$ cat src/rtl/alu_seq_pkg.sv
// Shared types and constants for the alu pattern sequencer: FSM states, pattern
// field layout and MISR constants (used when ALU_SEQ_MISR_EN is defined).
package alu_seq_pkg;

    typedef enum logic [2:0] {
        IDLE,
        FETCH,
        APPLY,
        MEASURE,
        DONE
    } seq_state_e;

    localparam int PI_W       = 5;
    localparam int ZOUT_W     = 2;
    localparam int OPND_W     = 2;
    // pat_pi layout: {ain[1:0], bin[1:0], sel}
    localparam int PI_SEL_BIT = 0;
    localparam int PI_BIN_LSB = 1;
    localparam int PI_AIN_LSB = 3;

    localparam int                MISR_W    = 8;
    localparam logic [MISR_W-1:0] MISR_POLY = 8'h1D;  // x^8 + x^4 + x^3 + x^2 + 1
    localparam logic [MISR_W-1:0] MISR_SEED = 8'hFF;

    function automatic logic [MISR_W-1:0] misr_step(input logic [MISR_W-1:0] s,
                                                    input logic [MISR_W-1:0] d);
        return {s[MISR_W-2:0], 1'b0} ^ (s[MISR_W-1] ? MISR_POLY : '0) ^ d;
    endfunction

endpackage

$ cat src/rtl/alu_resp_compare.sv
// Masked response compare for the alu under test; with ALU_SEQ_MISR_EN defined it
// also compacts the masked responses into an 8-bit MISR signature.
module alu_resp_compare
    import alu_seq_pkg::*;
(
`ifdef ALU_SEQ_MISR_EN
    input  logic              clk,
    input  logic              rst,
    input  logic              seed,
    input  logic              fold,
    output logic [MISR_W-1:0] sig,
`endif
    input  logic [ZOUT_W-1:0] zout,
    input  logic [ZOUT_W-1:0] xpct,
    input  logic [ZOUT_W-1:0] mask,
    output logic              mis
);

    logic [ZOUT_W-1:0] diff;

    // The if/else form makes an unknown on a compared bit land on the mismatch branch.
    always_comb begin
        diff = (zout ^ xpct) & mask;
        if (diff == '0) begin
            mis = 1'b0;
        end else begin
            mis = 1'b1;
        end
    end

`ifdef ALU_SEQ_MISR_EN
    logic [MISR_W-1:0] sig_d;
    logic [MISR_W-1:0] sig_q;

    always_comb begin
        sig_d = sig_q;
        if (seed) begin
            sig_d = MISR_SEED;
        end else if (fold) begin
            sig_d = misr_step(sig_q, {{(MISR_W-ZOUT_W){1'b0}}, zout & mask});
        end
    end

    always_ff @(posedge clk or posedge rst) begin
        if (rst) begin
            sig_q <= '0;
        end else begin
            sig_q <= sig_d;
        end
    end

    assign sig = sig_q;
`endif

endmodule

$ cat src/rtl/alu_pattern_sequencer.sv
// Applies stored patterns to the 2-bit alu, waits a settle window and counts masked
// mismatches on zout. Optional MISR signature port under ALU_SEQ_MISR_EN.
module alu_pattern_sequencer
    import alu_seq_pkg::*;
#(
    parameter int NPAT   = 4,
    parameter int ADDR_W = 8,
    parameter int SETTLE = 2,
    parameter int CNT_W  = 8
) (
    input  logic              clk,
    input  logic              rst,
    input  logic              start,
    input  logic              abort,
    output logic              busy,
    output logic              done,
    output logic              pass,
    output logic              pat_req,
    output logic [ADDR_W-1:0] pat_addr,
    input  logic              pat_vld,
    input  logic [PI_W-1:0]   pat_pi,
    input  logic [ZOUT_W-1:0] pat_xpct,
    input  logic [ZOUT_W-1:0] pat_mask,
    output logic [OPND_W-1:0] alu_ain,
    output logic [OPND_W-1:0] alu_bin,
    output logic              alu_sel,
    input  logic [ZOUT_W-1:0] alu_zout,
`ifdef ALU_SEQ_MISR_EN
    output logic [MISR_W-1:0] sig,
`endif
    output logic [CNT_W-1:0]  fail_cnt,
    output logic [ADDR_W-1:0] first_fail,
    output logic              first_fail_vld
);

    localparam int SET_W = (SETTLE > 1) ? $clog2(SETTLE) : 1;

    function automatic logic [CNT_W-1:0] sat_inc(input logic [CNT_W-1:0] v);
        return (&v) ? v : v + CNT_W'(1);
    endfunction

    seq_state_e        state_q, state_d;
    logic [ADDR_W-1:0] pat_addr_q, pat_addr_d;
    logic [SET_W-1:0]  settle_cnt_q, settle_cnt_d;
    logic [PI_W-1:0]   pi_q, pi_d;
    logic [ZOUT_W-1:0] xpct_q, xpct_d;
    logic [ZOUT_W-1:0] mask_q, mask_d;
    logic [CNT_W-1:0]  fail_cnt_q, fail_cnt_d;
    logic [ADDR_W-1:0] first_fail_q, first_fail_d;
    logic              first_fail_vld_q, first_fail_vld_d;
    logic              pass_q, pass_d;
    logic              mis;
    logic              run_start;
    logic              measure_en;

    assign run_start  = (state_q == IDLE) && start && !abort;
    assign measure_en = (state_q == MEASURE) && !abort;

    always_comb begin
        state_d          = state_q;
        pat_addr_d       = pat_addr_q;
        settle_cnt_d     = settle_cnt_q;
        pi_d             = pi_q;
        xpct_d           = xpct_q;
        mask_d           = mask_q;
        fail_cnt_d       = fail_cnt_q;
        first_fail_d     = first_fail_q;
        first_fail_vld_d = first_fail_vld_q;
        pass_d           = pass_q;

        if (abort) begin
            state_d = IDLE;
            pass_d  = 1'b0;
        end else begin
            case (state_q)
                IDLE: begin
                    if (start) begin
                        fail_cnt_d       = '0;
                        first_fail_d     = '0;
                        first_fail_vld_d = 1'b0;
                        pass_d           = 1'b0;
                        pat_addr_d       = '0;
                        state_d          = FETCH;
                    end
                end
                FETCH: begin
                    if (pat_vld) begin
                        pi_d         = pat_pi;
                        xpct_d       = pat_xpct;
                        mask_d       = pat_mask;
                        settle_cnt_d = '0;
                        state_d      = APPLY;
                    end
                end
                APPLY: begin
                    if (settle_cnt_q == SET_W'(SETTLE - 1)) begin
                        state_d = MEASURE;
                    end else begin
                        settle_cnt_d = settle_cnt_q + 1'b1;
                    end
                end
                MEASURE: begin
                    if (mis) begin
                        fail_cnt_d = sat_inc(fail_cnt_q);
                        if (!first_fail_vld_q) begin
                            first_fail_d     = pat_addr_q;
                            first_fail_vld_d = 1'b1;
                        end
                    end
                    // pass is settled here so it is already valid while done is high
                    if (pat_addr_q == ADDR_W'(NPAT - 1)) begin
                        pass_d  = (fail_cnt_d == '0);
                        state_d = DONE;
                    end else begin
                        pat_addr_d = pat_addr_q + 1'b1;
                        state_d    = FETCH;
                    end
                end
                DONE: begin
                    state_d = IDLE;
                end
                default: begin
                    state_d = IDLE;
                end
            endcase
        end
    end

    always_ff @(posedge clk or posedge rst) begin
        if (rst) begin
            state_q          <= IDLE;
            pat_addr_q       <= '0;
            settle_cnt_q     <= '0;
            pi_q             <= '0;
            xpct_q           <= '0;
            mask_q           <= '0;
            fail_cnt_q       <= '0;
            first_fail_q     <= '0;
            first_fail_vld_q <= 1'b0;
            pass_q           <= 1'b0;
        end else begin
            state_q          <= state_d;
            pat_addr_q       <= pat_addr_d;
            settle_cnt_q     <= settle_cnt_d;
            pi_q             <= pi_d;
            xpct_q           <= xpct_d;
            mask_q           <= mask_d;
            fail_cnt_q       <= fail_cnt_d;
            first_fail_q     <= first_fail_d;
            first_fail_vld_q <= first_fail_vld_d;
            pass_q           <= pass_d;
        end
    end

    alu_resp_compare u_cmp (
`ifdef ALU_SEQ_MISR_EN
        .clk  (clk),
        .rst  (rst),
        .seed (run_start),
        .fold (measure_en),
        .sig  (sig),
`endif
        .zout (alu_zout),
        .xpct (xpct_q),
        .mask (mask_q),
        .mis  (mis)
    );

    assign busy           = (state_q == FETCH) || (state_q == APPLY) || (state_q == MEASURE);
    assign done           = (state_q == DONE);
    assign pat_req        = (state_q == FETCH);
    assign pass           = pass_q;
    assign pat_addr       = pat_addr_q;
    assign alu_ain        = pi_q[PI_AIN_LSB +: OPND_W];
    assign alu_bin        = pi_q[PI_BIN_LSB +: OPND_W];
    assign alu_sel        = pi_q[PI_SEL_BIT];
    assign fail_cnt       = fail_cnt_q;
    assign first_fail     = first_fail_q;
    assign first_fail_vld = first_fail_vld_q;

    // measure_en is only consumed by the MISR build
    logic unused_ok;
    assign unused_ok = measure_en ^ run_start;

endmodule

$ cat config.mk
export PLATFORM = sky130hd
export DESIGN_NAME = alu_pattern_sequencer
export DESIGN_NICKNAME = d
export VERILOG_FILES = /design/src/rtl/alu_seq_pkg.sv /design/src/rtl/alu_resp_compare.sv /design/src/rtl/alu_pattern_sequencer.sv
export SDC_FILE = /design/constraint.sdc
export NUM_CORES = 1
export LEC_CHECK = 0
export ABC_AREA = 1
export BUFFER_PORTS_ARGS = -buffer_cell sky130_fd_sc_hd__buf_2
export CAP_MARGIN = 0
export CORE_UTILIZATION = 40
export CTS_BUF_LIST = sky130_fd_sc_hd__clkbuf_4
export CTS_CLUSTER_SIZE = 16
export DETAILED_ROUTE_END_ITERATION = 8
export PLACE_DENSITY = 0.66
export SLEW_MARGIN = 20
export SYNTH_ARGS = -nofsm -noshare
export SYNTH_HDL_FRONTEND = slang
export SYNTH_HIERARCHICAL = 1
export SYNTH_SLANG_ARGS = --single-unit
$ cat constraint.sdc
create_clock -name clk -period 1.95 [get_ports clk]
set_input_delay 0 -clock clk [delete_from_list [all_inputs] [get_ports clk]]
set_output_delay 0 -clock clk [all_outputs]
set_load 0.005 [all_outputs]
==> impl_metrics.toml <==
[route]
vias_per_cell = 4.93
post_drt_wl_per_cell_um = 11.8
drt_iter0_markers = 135
antenna_left = 0
drc = 0
vias = 2013
wirelength_um = 4830
first_pass_iters = 4

[placed_design]
portBuffers = 49
dp_hpwl_um = 3440
pre_cts_ws_ps = 270
gp_congestion = 0.857

[finish]
nets = 355
fin_util_pct = 52.1
post_route_cells_drive_above_1_share_pct = 24.3
n_antenna_cell = 0
area_growth_pct = 25.4

[timing]
setup-violations-final = 0
setup_ws_ps = 201
setup_tns_ps = 0
tightest_slew_ps = 491
slew_viol_final = 0
fin_worst_skew_ps = 11.2
finalCritPeriodShare_pct = 89.7
max_slew_margin_pct = 67.3
rsz0062_at_grt = "no"
fmax_ghz = 0.572
final-hold-violation-count = 0
period_needed_ps = 1750

[floorplanning]
dieArea_um2 = 5560
dieHeight_um = 74.6
initial_utilization_pct = 41.5
dieWidth_um = 74.6
core_um2 = 5070
rows = 26
ios = 50

[critical_path]
r2r_setup_slack_ps = 200
crit_arrival_ps = 2050
r2r_cells = 10
endpoint_kind = "register"
start_kind = "register"
r2r_end = "pass"
cp.required_ps = 2250
path_class = "register to register"
r2r_start = "fail_cnt[0]"
cp-startpoint = "fail_cnt[0]"
path_max_fanout = 9
cp-endpoint = "pass"

[power]
p_clk_share_pct = 25.8
p_switching_mw = 0.691
power.leakage_nw = 1.40
combPwrFrac_pct = 26.3
vdd_drop_max_v = 0.000489
powerDensity_nw_per_um2 = 788
swShare_pct = 33.2
p_seq_share_pct = 47.9
internal_power_mw = 1.39
finalPower_mw = 2.08

[clock_tree]
cts_buffer_depth = 2
cts_buffers = 5
cts-root-buf = "clkbuf_4"
post_cts_buffers = 0
clk_pin_slew_worst_paths_ps = 120
holdBufCountCts = 12
cts_htree_levels = 2
cts_tree = "done"
clkLatencyLatePin_ps = 350
cts_resized = 0
clock-sinks = 39

[grt]
grt-ovfl-total = 0
grt_max_degree = 40
grt.total_usage_pct = 18.4
grt_pass1_vias = 1776
antenna_found_initial = 0
grt_pass1_wl_um = 7770

[outcome]
outcome = "finished, final reports clean"

[hold_path]
min_path_type = "primary input to register"

[synth]
synth_top_area_share_pct = 46.3
synth_cells = 269
synth_top_area_cell = "dfrtp_1"
syn_area_um2 = 2110
synth_seq_cells = 39
yosysSeqAreaShare_pct = 46.3
ys_top_cells_by_area = "dfrtp_1 (46%), nand2_1 (15%), nand3_1 (6.4%)"
synth_nets = 287
ys_warn_count = 6
yosysUniqueCellTypes = 31
synth_area_per_cell_um2 = 7.83

[run]
cap_viol_max_count = 0
area by class of cell:
type,instances,area (µm²)
clock buffer,5,37.5
clock inverter,3,38.8
fill,522,2430
inverter,35,136
multi-input combinational,193,986
sequential,39,976
tap,70,87.6
timing repair buffer,63,380
state kept, by name (all words and copies together), names as in the netlist:
register and flops:
fail_cnt 8, first_fail 8, mask_q 2, pat_addr 8, settle_cnt_q 1, xpct_q 2
pi_q 5, pass 1, state_q 3, first_fail_vld 1
synth_stat cells, drive strengths merged:
| cell | n |
|---|---|
| a21oi | 8 |
| buf | 1 |
| clkbuf | 1 |
| clkinv | 1 |
| dfrtp | 39 |
| ha | 2 |
| inv | 34 |
| nand2 | 92 |
| nand3 | 31 |
| nand3b | 1 |
| nand4 | 4 |
| nor2 | 19 |
| nor3 | 8 |
| o21ai | 14 |
| o21bai | 1 |
| o22ai | 8 |
| o31ai | 2 |
| xnor2 | 1 |
| xor2 | 2 |
power by group through the flow:
stage                     clock (mW)  sequential, mW  combinational [mW]
after global routing           0.590            1.01               0.623
after global placement             0            1.01               0.514
after floorplan                    0            1.01               0.345
after CTS                      0.550           0.998               0.549
final                          0.537           0.997               0.548
after detailed placement           0            1.01               0.531
per-stage QoR:
stage,hold slack [ps],instances,cell area [µm²]
2_1_floorplan,66.4,269,2110
3_3_place_gp,149,388,2450
3_5_place_dp,155,388,2450
4_1_cts,63.6,408,2640
5_1_grt,99.8,408,2640
6_report,71.2,408,2640
cell families after synthesis:
kind of cell / count (synthesis) / share of synthesized area [%]
AO/OA/AOI/OAI: 33 / 9.03
XOR/XNOR: 3 / 1.25
adder cells (fa/ha/maj): 2 / 1.19
buffers and inverters: 37 / 6.89
flip-flops: 39 / 46.3
AND/OR/NAND/NOR: 155 / 35.3
cell usage in the layout (no fill, tap or decap), drive strengths merged:
master,instances
bufinv,1
nor3,8
o31ai,2
buf,51
dlygate4sd3,12
o21ai,14
clkbuf,5
o21bai,1
xnor2,1
nand3,31
o22ai,8
nor2,19
ha,2
nand2,92
xor2,2
clkinv,3
nand4,4
nand3b,1
dfrtp,39
a21oi,8
inv,34
critical path, cell delays in order (launching register included):
cell	delay, ps
dfrtp_1	440
ha_1	240
nand2_1	120
nor2_1	70
nand2_2	150
nand2_1	110
o21ai_0	250
nand2_1	90
nor2_1	110
nand2_1	50
nand2_1	50
how the worst min path moves through the flow:
stage | startpoint | endpoint | cells past startpoint
3_5_place_dp | rst | xpct_q[0] | 3
4_1_cts | start | fail_cnt[6] | 4
5_1_grt | start | fail_cnt[6] | 4
3_3_place_gp | rst | fail_cnt[4] | 3
6_report | start | fail_cnt[6] | 4
2_1_floorplan | abort | state_q[1] | 1
per-layer routing:
metal / wire (µm) / vias up / share of wire (%) / GRT usage (%)
met2: 2330 / 63 / 48 / 29.7
li1: - / 1013 / - / -
met3: 209 / 9 / 4.3 / 4.47
met4: 82 / 0 / 1.7 / 6.08
met1: 2210 / 928 / 46 / 24.3
met5: 0 / - / 0 / 0
No activity file was read; power rests on OpenSTA's default activity.
